--- src/rtl/mips64_multicycle_ctrl.sv ---
// Multi-cycle control FSM for the 64-bit MIPS datapath: decodes IR opcode/funct and sequences
// FETCH/DECODE/EXECUTE/MEMORY/WRITEBACK, stalling on mem_ready; counts retirements, flags illegal ops.
module mips64_multicycle_ctrl #(
    parameter int CNT_WIDTH = 32
) (
    input  logic                 clk,
    input  logic                 rst,
    input  logic [5:0]           opcode,
    input  logic [5:0]           funct,
    input  logic                 zero,
    input  logic                 mem_ready,
    output logic                 pc_write,
    output logic                 pc_write_cond,
    output logic                 iord,
    output logic                 mem_read,
    output logic                 mem_write,
    output logic                 ir_write,
    output logic                 reg_dst,
    output logic                 mem_to_reg,
    output logic                 reg_write,
    output logic                 alu_src_a,
    output logic [1:0]           alu_src_b,
    output logic [1:0]           alu_op,
    output logic [1:0]           pc_source,
    output logic [3:0]           state,
    output logic                 retire,
    output logic [CNT_WIDTH-1:0] instr_count,
    output logic                 illegal_op
);

    typedef enum logic [3:0] {
        S_FETCH   = 4'd0,
        S_DECODE  = 4'd1,
        S_EXEC_R  = 4'd2,
        S_WB_R    = 4'd3,
        S_EXEC_I  = 4'd4,
        S_WB_I    = 4'd5,
        S_ADDR    = 4'd6,
        S_MEM_RD  = 4'd7,
        S_WB_MEM  = 4'd8,
        S_MEM_WR  = 4'd9,
        S_BRANCH  = 4'd10,
        S_JUMP    = 4'd11,
        S_ILLEGAL = 4'd12
    } state_t;

    localparam logic [5:0] OP_RTYPE = 6'b000000;
    localparam logic [5:0] OP_DADDI = 6'b011000;
    localparam logic [5:0] OP_LD    = 6'b110111;
    localparam logic [5:0] OP_SD    = 6'b111111;
    localparam logic [5:0] OP_BEQ   = 6'b000100;
    localparam logic [5:0] OP_J     = 6'b000010;

    state_t cur;
    state_t dec_next;
    logic   funct_ok;

    // The branch decision is made in the datapath from pc_write_cond and zero.
    logic unused_zero;
    assign unused_zero = zero;

    assign state = cur;

    always_comb begin
        funct_ok = (funct == 6'b101100) || (funct == 6'b101110) || (funct == 6'b100100) ||
                   (funct == 6'b100101) || (funct == 6'b101010);
        case (opcode)
            OP_RTYPE:    dec_next = funct_ok ? S_EXEC_R : S_ILLEGAL;
            OP_DADDI:    dec_next = S_EXEC_I;
            OP_LD, OP_SD: dec_next = S_ADDR;
            OP_BEQ:      dec_next = S_BRANCH;
            OP_J:        dec_next = S_JUMP;
            default:     dec_next = S_ILLEGAL;
        endcase
    end

    always_ff @(posedge clk or posedge rst) begin
        if (rst) begin
            cur         <= S_FETCH;
            instr_count <= '0;
            illegal_op  <= 1'b0;
        end else begin
            if (retire)
                instr_count <= instr_count + CNT_WIDTH'(1);
            case (cur)
                S_FETCH:  if (mem_ready) cur <= S_DECODE;
                S_DECODE: begin
                    cur <= dec_next;
                    if (dec_next == S_ILLEGAL)
                        illegal_op <= 1'b1;
                end
                S_EXEC_R: cur <= S_WB_R;
                S_EXEC_I: cur <= S_WB_I;
                S_ADDR:   cur <= (opcode == OP_LD) ? S_MEM_RD : S_MEM_WR;
                S_MEM_RD: if (mem_ready) cur <= S_WB_MEM;
                S_MEM_WR: if (mem_ready) cur <= S_FETCH;
                default:  cur <= S_FETCH;
            endcase
        end
    end

    // Gated by rst so nothing is strobed while reset is held, even though FETCH is the reset state.
    always_comb begin
        pc_write      = 1'b0;
        pc_write_cond = 1'b0;
        iord          = 1'b0;
        mem_read      = 1'b0;
        mem_write     = 1'b0;
        ir_write      = 1'b0;
        reg_dst       = 1'b0;
        mem_to_reg    = 1'b0;
        reg_write     = 1'b0;
        alu_src_a     = 1'b0;
        alu_src_b     = 2'b00;
        alu_op        = 2'b00;
        pc_source     = 2'b00;
        retire        = 1'b0;
        if (!rst) begin
            case (cur)
                S_FETCH: begin
                    mem_read  = 1'b1;
                    alu_src_b = 2'b01;
                    pc_write  = mem_ready;
                    ir_write  = mem_ready;
                end
                S_DECODE: alu_src_b = 2'b11;
                S_EXEC_R: begin
                    alu_src_a = 1'b1;
                    alu_op    = 2'b10;
                end
                S_WB_R: begin
                    reg_dst   = 1'b1;
                    reg_write = 1'b1;
                    retire    = 1'b1;
                end
                S_EXEC_I, S_ADDR: begin
                    alu_src_a = 1'b1;
                    alu_src_b = 2'b10;
                end
                S_WB_I: begin
                    reg_write = 1'b1;
                    retire    = 1'b1;
                end
                S_MEM_RD: begin
                    mem_read = 1'b1;
                    iord     = 1'b1;
                end
                S_WB_MEM: begin
                    mem_to_reg = 1'b1;
                    reg_write  = 1'b1;
                    retire     = 1'b1;
                end
                S_MEM_WR: begin
                    mem_write = 1'b1;
                    iord      = 1'b1;
                    retire    = mem_ready;
                end
                S_BRANCH: begin
                    alu_src_a     = 1'b1;
                    alu_op        = 2'b01;
                    pc_write_cond = 1'b1;
                    pc_source     = 2'b01;
                    retire        = 1'b1;
                end
                S_JUMP: begin
                    pc_write  = 1'b1;
                    pc_source = 2'b10;
                    retire    = 1'b1;
                end
                default: ;
            endcase
        end
    end

endmodule
--- config.mk ---
export PLATFORM = sky130hd
export DESIGN_NAME = mips64_multicycle_ctrl
export DESIGN_NICKNAME = d
export VERILOG_FILES = /design/src/rtl/mips64_multicycle_ctrl.sv
export SDC_FILE = /design/constraint.sdc
export NUM_CORES = 1
export LEC_CHECK = 0
export ABC_AREA = 1
export CAP_MARGIN = 20
export CORE_MARGIN = 5
export CORE_UTILIZATION = 49
export DETAILED_ROUTE_END_ITERATION = 8
export PLACE_DENSITY = 0.88
export SYNTH_ARGS = -nofsm -noshare
export SYNTH_HDL_FRONTEND = slang
export SYNTH_SLANG_ARGS = --single-unit
--- constraint.sdc ---
create_clock -name clk -period 2.9 [get_ports clk]
set_input_delay 0.725 -clock clk [delete_from_list [all_inputs] [get_ports clk]]
set_output_delay 0.725 -clock clk [all_outputs]
set_load 0.02 [all_outputs]
==> flow_summary.yaml <==
outcome:
  status: "finished clean"
place:
  dp.cells: 556
  numPortBuffers: 68
  dp_slack_ns: -0.0455
  dpl-instance-area_um2: 3350
  gp_congestion: 0.921
  dp_hpwl_um: 5490
sta:
  rsz0062_at_grt: "no"
  tightest_slew_ns: 0.456
  tns_ns: 0
  fin_crit_ns: 2.84
  worst_slack_ns: 0.0557
  slew_headroom_pct: 69.5
  finalSetupViolCount: 0
  skew_ns: 0.00742
  fmax_mhz: 352
  slew_viol_final: 0
  hold_viol: 0
  fin_crit_sh_pct: 98.1
power_and_ir_drop:
  clkPwrFrac_pct: 28.2
  vdd_ir_drop_max_uv: 302
  p_seq_share_pct: 34.5
  p_sw_share_pct: 37.1
  combPwrFrac_pct: 37.3
  p_sw_mw: 0.692
  p_total_mw: 1.86
  p_int_mw: 1.17
  power.leakage_nw: 1.77
  power_density_nw_per_um2: 532
hold_path:
  holdCritPathClass: "register to register"
  holdCritStartpoint: "illegal_op"
setup_path:
  crit_path_end: "alu_src_a"
  startpoint: "rst"
  end_kind: "output port"
  cp_data_required_time_ns: 2.17
  r2r_slack_ns: 1.03
  crit_fanout: 11
  rr_worst_depth: 10
  crit_type: "primary input to output port"
  r2r-end: "instr_count[29]"
  cp-start-kind: "primary input"
  worstReg2RegStart: "state[1]"
  critical_path_arrival_ns: 2.12
global_routing:
  antenna_found_initial: 0
  grt_pass1_wl_um: 11900
  grt_max_degree: 40
  grt.total_usage_pct: 20.4
  grt_pass1_vias: 2696
  grt-ovfl-total: 0
final_layout:
  drive_gt1_share_pct: 3.85
  fillers: 478
  fin_area_um2: 3500
  fin_nets: 510
  syn_to_final_growth_pct: 33.7
  final_cells: 564
  n_antenna_cell: 0
synthesis:
  synth_area_um2: 2620
  syn_nets: 439
  synthesis.instances: 422
  synth_cell_types: 24
  ys_seq_elements: 37
  ys_warn_count: 0
  syn_area_per_cell_um2: 6.20
  synth-seq-area-share_pct: 35.4
run:
  drv_cap: 0
clocking:
  root_buffer: "clkbuf_8"
  clock-sinks: 37
  path_clk_slew_ns: 0.07
  cts_tree: "built"
  clockBufferDepth: 2
  clk_latency_ns: 0.29
  h-tree-depth: 2
  numCtsBuffers: 5
die:
  dieArea_um2: 6900
  die_h_um: 83.1
  ioPinCount: 70
  design.core.area_um2: 5140
  die_w_um: 83.1
  initial_utilization_pct: 50.9
  rows: 26
route:
  num_vias: 2851
  first_iter_violations: 148
  first_pass_iters: 4
  drc: 0
  drt-wirelength-per-cell_um: 12.2
  vias_per_cell: 5.05
  ant_nets: 0
  wl_um: 6900
-- power by group through the flow --
stage	logic, mW	clock network [mW]	registers [mW]
global placement	0.687	0	0.649
CTS	0.698	0.531	0.643
finish	0.695	0.525	0.644
floorplan	0.390	0	0.700
detailed placement	0.701	0	0.653
global route	0.757	0.550	0.654
-- cell usage in the layout, fill, tap and decap left out, drive strengths merged --
cell | Yosys | final
clkbuf | 1 | 5
xnor2 | 10 | 10
dlymetal6s2s | 0 | 9
o22ai | 1 | 1
nor3 | 3 | 3
o21bai | 1 | 1
dfrtp | 37 | 37
o21ai | 6 | 6
nand4 | 6 | 6
ha | 1 | 1
xor2 | 4 | 4
clkinv | 0 | 1
dlygate4sd2 | 0 | 3
nand2 | 186 | 186
a21oi | 7 | 7
nor2 | 75 | 75
inv | 45 | 45
clkdlybuf4s50 | 0 | 56
buf | 6 | 3
nand3b | 12 | 12
bufinv | 0 | 2
nand3 | 21 | 21
-- critical path, cell delays in order --
cell	delay, ns
clkdlybuf4s50_1	0.42
buf_4	0.18
a21oi_1	0.15
clkdlybuf4s50_1	0.64
-- stage by stage --
stage | utilization (%) | hold WS (ns)
finish | 68.1 | 0.505
global route | 68.1 | 0.542
CTS | 67.7 | 0.508
detailed placement | 65.1 | 0.482
global placement | 65.1 | 0.478
floorplan | - | 0.592
-- flip-flops by register name, summed over array words and instances, names as in the netlist --
signal / cells
instr_count: 32
state: 4
illegal_op: 1
-- cell usage after synthesis --
library cell  instances  area, um^2
inv_1                42         158
o21bai_1              1        7.51
o22ai_1               1        6.26
a21oi_1               7        35.0
nand2_4               1        11.3
inv_2                 3        11.3
nand3_1              21         105
dfrtp_1              37         926
nor2_1               74         278
nand2_2               1        6.26
nand3b_1             12        90.1
nor2_2                1        6.26
o21ai_2               1        8.76
o21ai_0               5        25.0
nand2_1             184         691
ha_1                  1        12.5
buf_4                 3        22.5
nor3_2                1        10.0
buf_6                 3        33.8
nand4_1               6        37.5
clkbuf_1              1        3.75
xnor2_1              10        87.6
xor2_1                4        35.0
nor3_1                2        10.0
-- kinds of logic (layout without fill, tap and decap cells) --
family | count (synthesis) | in the layout | synth area share (%)
xor+xnor | 14 | 14 | 4.68
fa+ha+maj | 1 | 1 | 0.478
flops | 37 | 37 | 35.4
simple gates | 303 | 303 | 47.6
compound gates | 15 | 15 | 3.15
buf+inv | 52 | 124 | 8.75
-- per-layer routing --
metal,up-vias,GRT usage [%],share of wire (%)
li1,1438,-,-
met1,1319,23.9,41
met2,81,36.2,50
met3,13,4.85,5.6
met4,0,7.28,2.5
met5,-,0,0
-- how the worst min path moves through the flow --
stage               slack, ns    endpoint  cells after the start
finish                   0.51  illegal_op                      1
global route             0.54  illegal_op                      1
CTS                      0.51  illegal_op                      1
detailed placement       0.48  illegal_op                      1
global placement         0.48  illegal_op                      1
floorplan                0.59  illegal_op                      1
-- final cells by class --
class	count	area [um^2]	area share, %
clock buffer	5	68.8	1.97
clock inverter	3	65.1	1.86
inverter	45	169	4.82
multi-input combinational	333	1460	41.8
sequential	37	926	26.4
tap	70	87.6	2.50
timing repair buffer	71	722	20.6
-- repair_timing --
| action | 4_1_cts | 5_1_grt |
|---|---|---|
| resized for setup | 3 | 9 |
| setup buffers | 0 | 0 |
| hold buffers | 0 | 0 |
| endpoints found under the setup margin | 4 | 9 |
Note: power is estimated with default switching activity, not from simulation.
==> variant: new RTL, config.mk and constraints unchanged <==
`CNT_WIDTH`: 32 -> 48.
--- a/src/rtl/mips64_multicycle_ctrl.sv
+++ b/src/rtl/mips64_multicycle_ctrl.sv
@@ -1,7 +1,7 @@
 // Multi-cycle control FSM for the 64-bit MIPS datapath: decodes IR opcode/funct and sequences
 // FETCH/DECODE/EXECUTE/MEMORY/WRITEBACK, stalling on mem_ready; counts retirements, flags illegal ops.
 module mips64_multicycle_ctrl #(
-    parameter int CNT_WIDTH = 32
+    parameter int CNT_WIDTH = 48
 ) (
     input  logic                 clk,
     input  logic                 rst,
Interface: changed (resized instr_count); port bits go from 70 to 86. No check against the original RTL was run, so the function may have changed too.
==> variant against the original RTL <==
- worst setup slack gained 110 ps
- sequential share of layout area is 2.4 points higher
- critical path depth did not move
- area after synthesis grew 33%
- design area increased by 31%
- sequential cell count grew 16
- combinational power is 24% higher
- utilization fell by 0.77 points
- via count is 29% higher
- routed wire length is 38% higher
- total power up 24%
- critical path type unchanged
==> variant: results (changes against the original RTL) <==
INFO  metric outcome = completed (unchanged)
INFO  metric flip_flop_count_of_the_largest_register_all_copies_and_words_added = 48 (was 32)
INFO  metric synth-adder-area-share = 0.003600 (was 0.004780)
INFO  metric dpl-instance-area = 4492 um^2 (was 3348 um^2)
INFO  metric worst-path-max-fanout = 3 (was 11)
INFO  metric pwr-share-clk = 0.224 (was 0.282)
INFO  metric gpl.final_weighted_congestion = 0.9479 (was 0.9205)
INFO  metric synthTopCellsByCount = sky130_fd_sc_hd__nand2_1, sky130_fd_sc_hd__nor2_1, sky130_fd_sc_hd__inv_1, sky130_fd_sc_hd__dfrtp_1, sky130_fd_sc_hd__nand3_1 (unchanged)
INFO  metric pg_comb = 0.865 mW (was 0.695 mW)
INFO  metric synthDistinctLibCells = 31 (was 24)
INFO  metric clkLatencyLatePin = 320 ps (was 290 ps)
INFO  metric drt-initial-drc-count = 258 (was 148)
INFO  metric grt_pass1_wl = 16260 um (was 11890 um)
INFO  metric placed_cells_incl_taps = 703 (was 556)
INFO  metric grt_pass1_vias = 3614 (was 2696)
INFO  metric port-buffer-count = 84 (was 68)
INFO  metric xor_xnor_share_of_the_synthesized_area = 0.07307 (was 0.04685)
INFO  metric power_frac_seq = 0.400 (was 0.345)
INFO  metric timing.slew.headroom = 0.5585 (was 0.6950)
INFO  metric worst_setup_hold_path_clk_slew = 90 ps (was 70 ps)
INFO  metric viasPerCell = 5.165 (was 5.055)
INFO  metric postRouteWirelength = 9556 um (was 6900 um)
INFO  metric swShare = 0.3848 (was 0.3714)
INFO  metric post_route_cells_drive_above_1_share = 0.06179 (was 0.03846)
INFO  metric post_synthesis_net_count = 538 (was 439)
INFO  metric cp_slowest_stage_delay = 610 ps (was 640 ps)
INFO  metric worst_clock_skew = 12.47 ps (was 7.423 ps)
INFO  metric ys_top_cells_by_area = sky130_fd_sc_hd__dfrtp_1, sky130_fd_sc_hd__nand2_1, sky130_fd_sc_hd__nor2_1, sky130_fd_sc_hd__inv_1, sky130_fd_sc_hd__xnor2_1 (was sky130_fd_sc_hd__dfrtp_1, sky130_fd_sc_hd__nand2_1, sky130_fd_sc_hd__nor2_1, sky130_fd_sc_hd__inv_1, sky130_fd_sc_hd__nand3_1)
INFO  metric largest_net_degree_at_the_start_of_global_routing = 54 (was 40)
INFO  metric syn_area_per_cell = 6.671 um^2 (was 6.203 um^2)
INFO  metric drt_pass1_iterations = 5 (was 4)
INFO  metric ys_seq_area_frac = 0.3816 (was 0.3537)
INFO  metric power_leakage = 2.121 nW (was 1.771 nW)
INFO  metric global_route.usage.total = 0.2272 (was 0.2039)
INFO  metric detailedPlacementHpwl = 7561 um (was 5495 um)
INFO  metric synth_compound_gate_area_share = 0.03708 (was 0.03155)
INFO  metric vdd.ir_drop.worst = 0.3063 mV (was 0.3022 mV)
variant: cell types whose count changed after synthesis, sizes merged, moves of 2 or more:
cell,unedited run,this run
nand3,21,32
dfrtp,37,53
nand4,6,11
xnor2,10,19
inv,45,56
nand2,186,179
o21ai,6,15
nor2,75,112
nand3b,12,10
nor3,3,5
a21oi,7,4
xor2,4,10
variant: stage by stage:
| stage | setup slack [ps] | utilization | TNS, ps |
|---|---|---|---|
| after global routing | 31.97 | 0.6734 | 0 |
| after detailed placement | -237.9 | 0.6575 | -1472 |
| after global placement | -197.6 | 0.6575 | -1153 |
| after floorplan | -4.087 | - | -4.087 |
| after CTS | 48.25 | 0.6723 | 0 |
| final | 163.8 | 0.6734 | 0 |
variant: kinds of logic after synthesis:
family / Yosys count
AO/OA/AOI/OAI: 24
XOR/XNOR: 29
adder cells (fa/ha/maj): 1
buffers and inverters: 62
flip-flops: 53
AND/OR/NAND/NOR: 352
variant: path summary, 6_finish.rpt:
| check | start | end | slack (ps) | depth (start not counted) |
|---|---|---|---|---|
| hold / removal | illegal_op | illegal_op | 490 | 1 |
| max in group asynchronous | rst | instr_count[43] | 1580 | 3 |
| hold reg to reg | illegal_op | illegal_op | 490 | 1 |
| setup / recovery | mem_ready | ir_write | 160 | 4 |
| min in group asynchronous | rst | instr_count[26] | 870 | 3 |
| setup reg to reg | state[3] | instr_count[34] | 740 | 12 |
variant: layout make-up:
class	instances	area, um^2
fillers	628	2231
well taps	96	120.1
multi-input cells	406	1926
inverters	56	214.0
flip-flops and latches	53	1326
clock buffers	5	68.82
clock inverters	3	46.29
repair buffers	92	899.6
variant: layer usage:
metal,GRT usage,part of all wire
met2,0.3877,0.49
met5,0,0
met3,0.04647,0.072
met4,0.09146,0.027
met1,0.2785,0.41
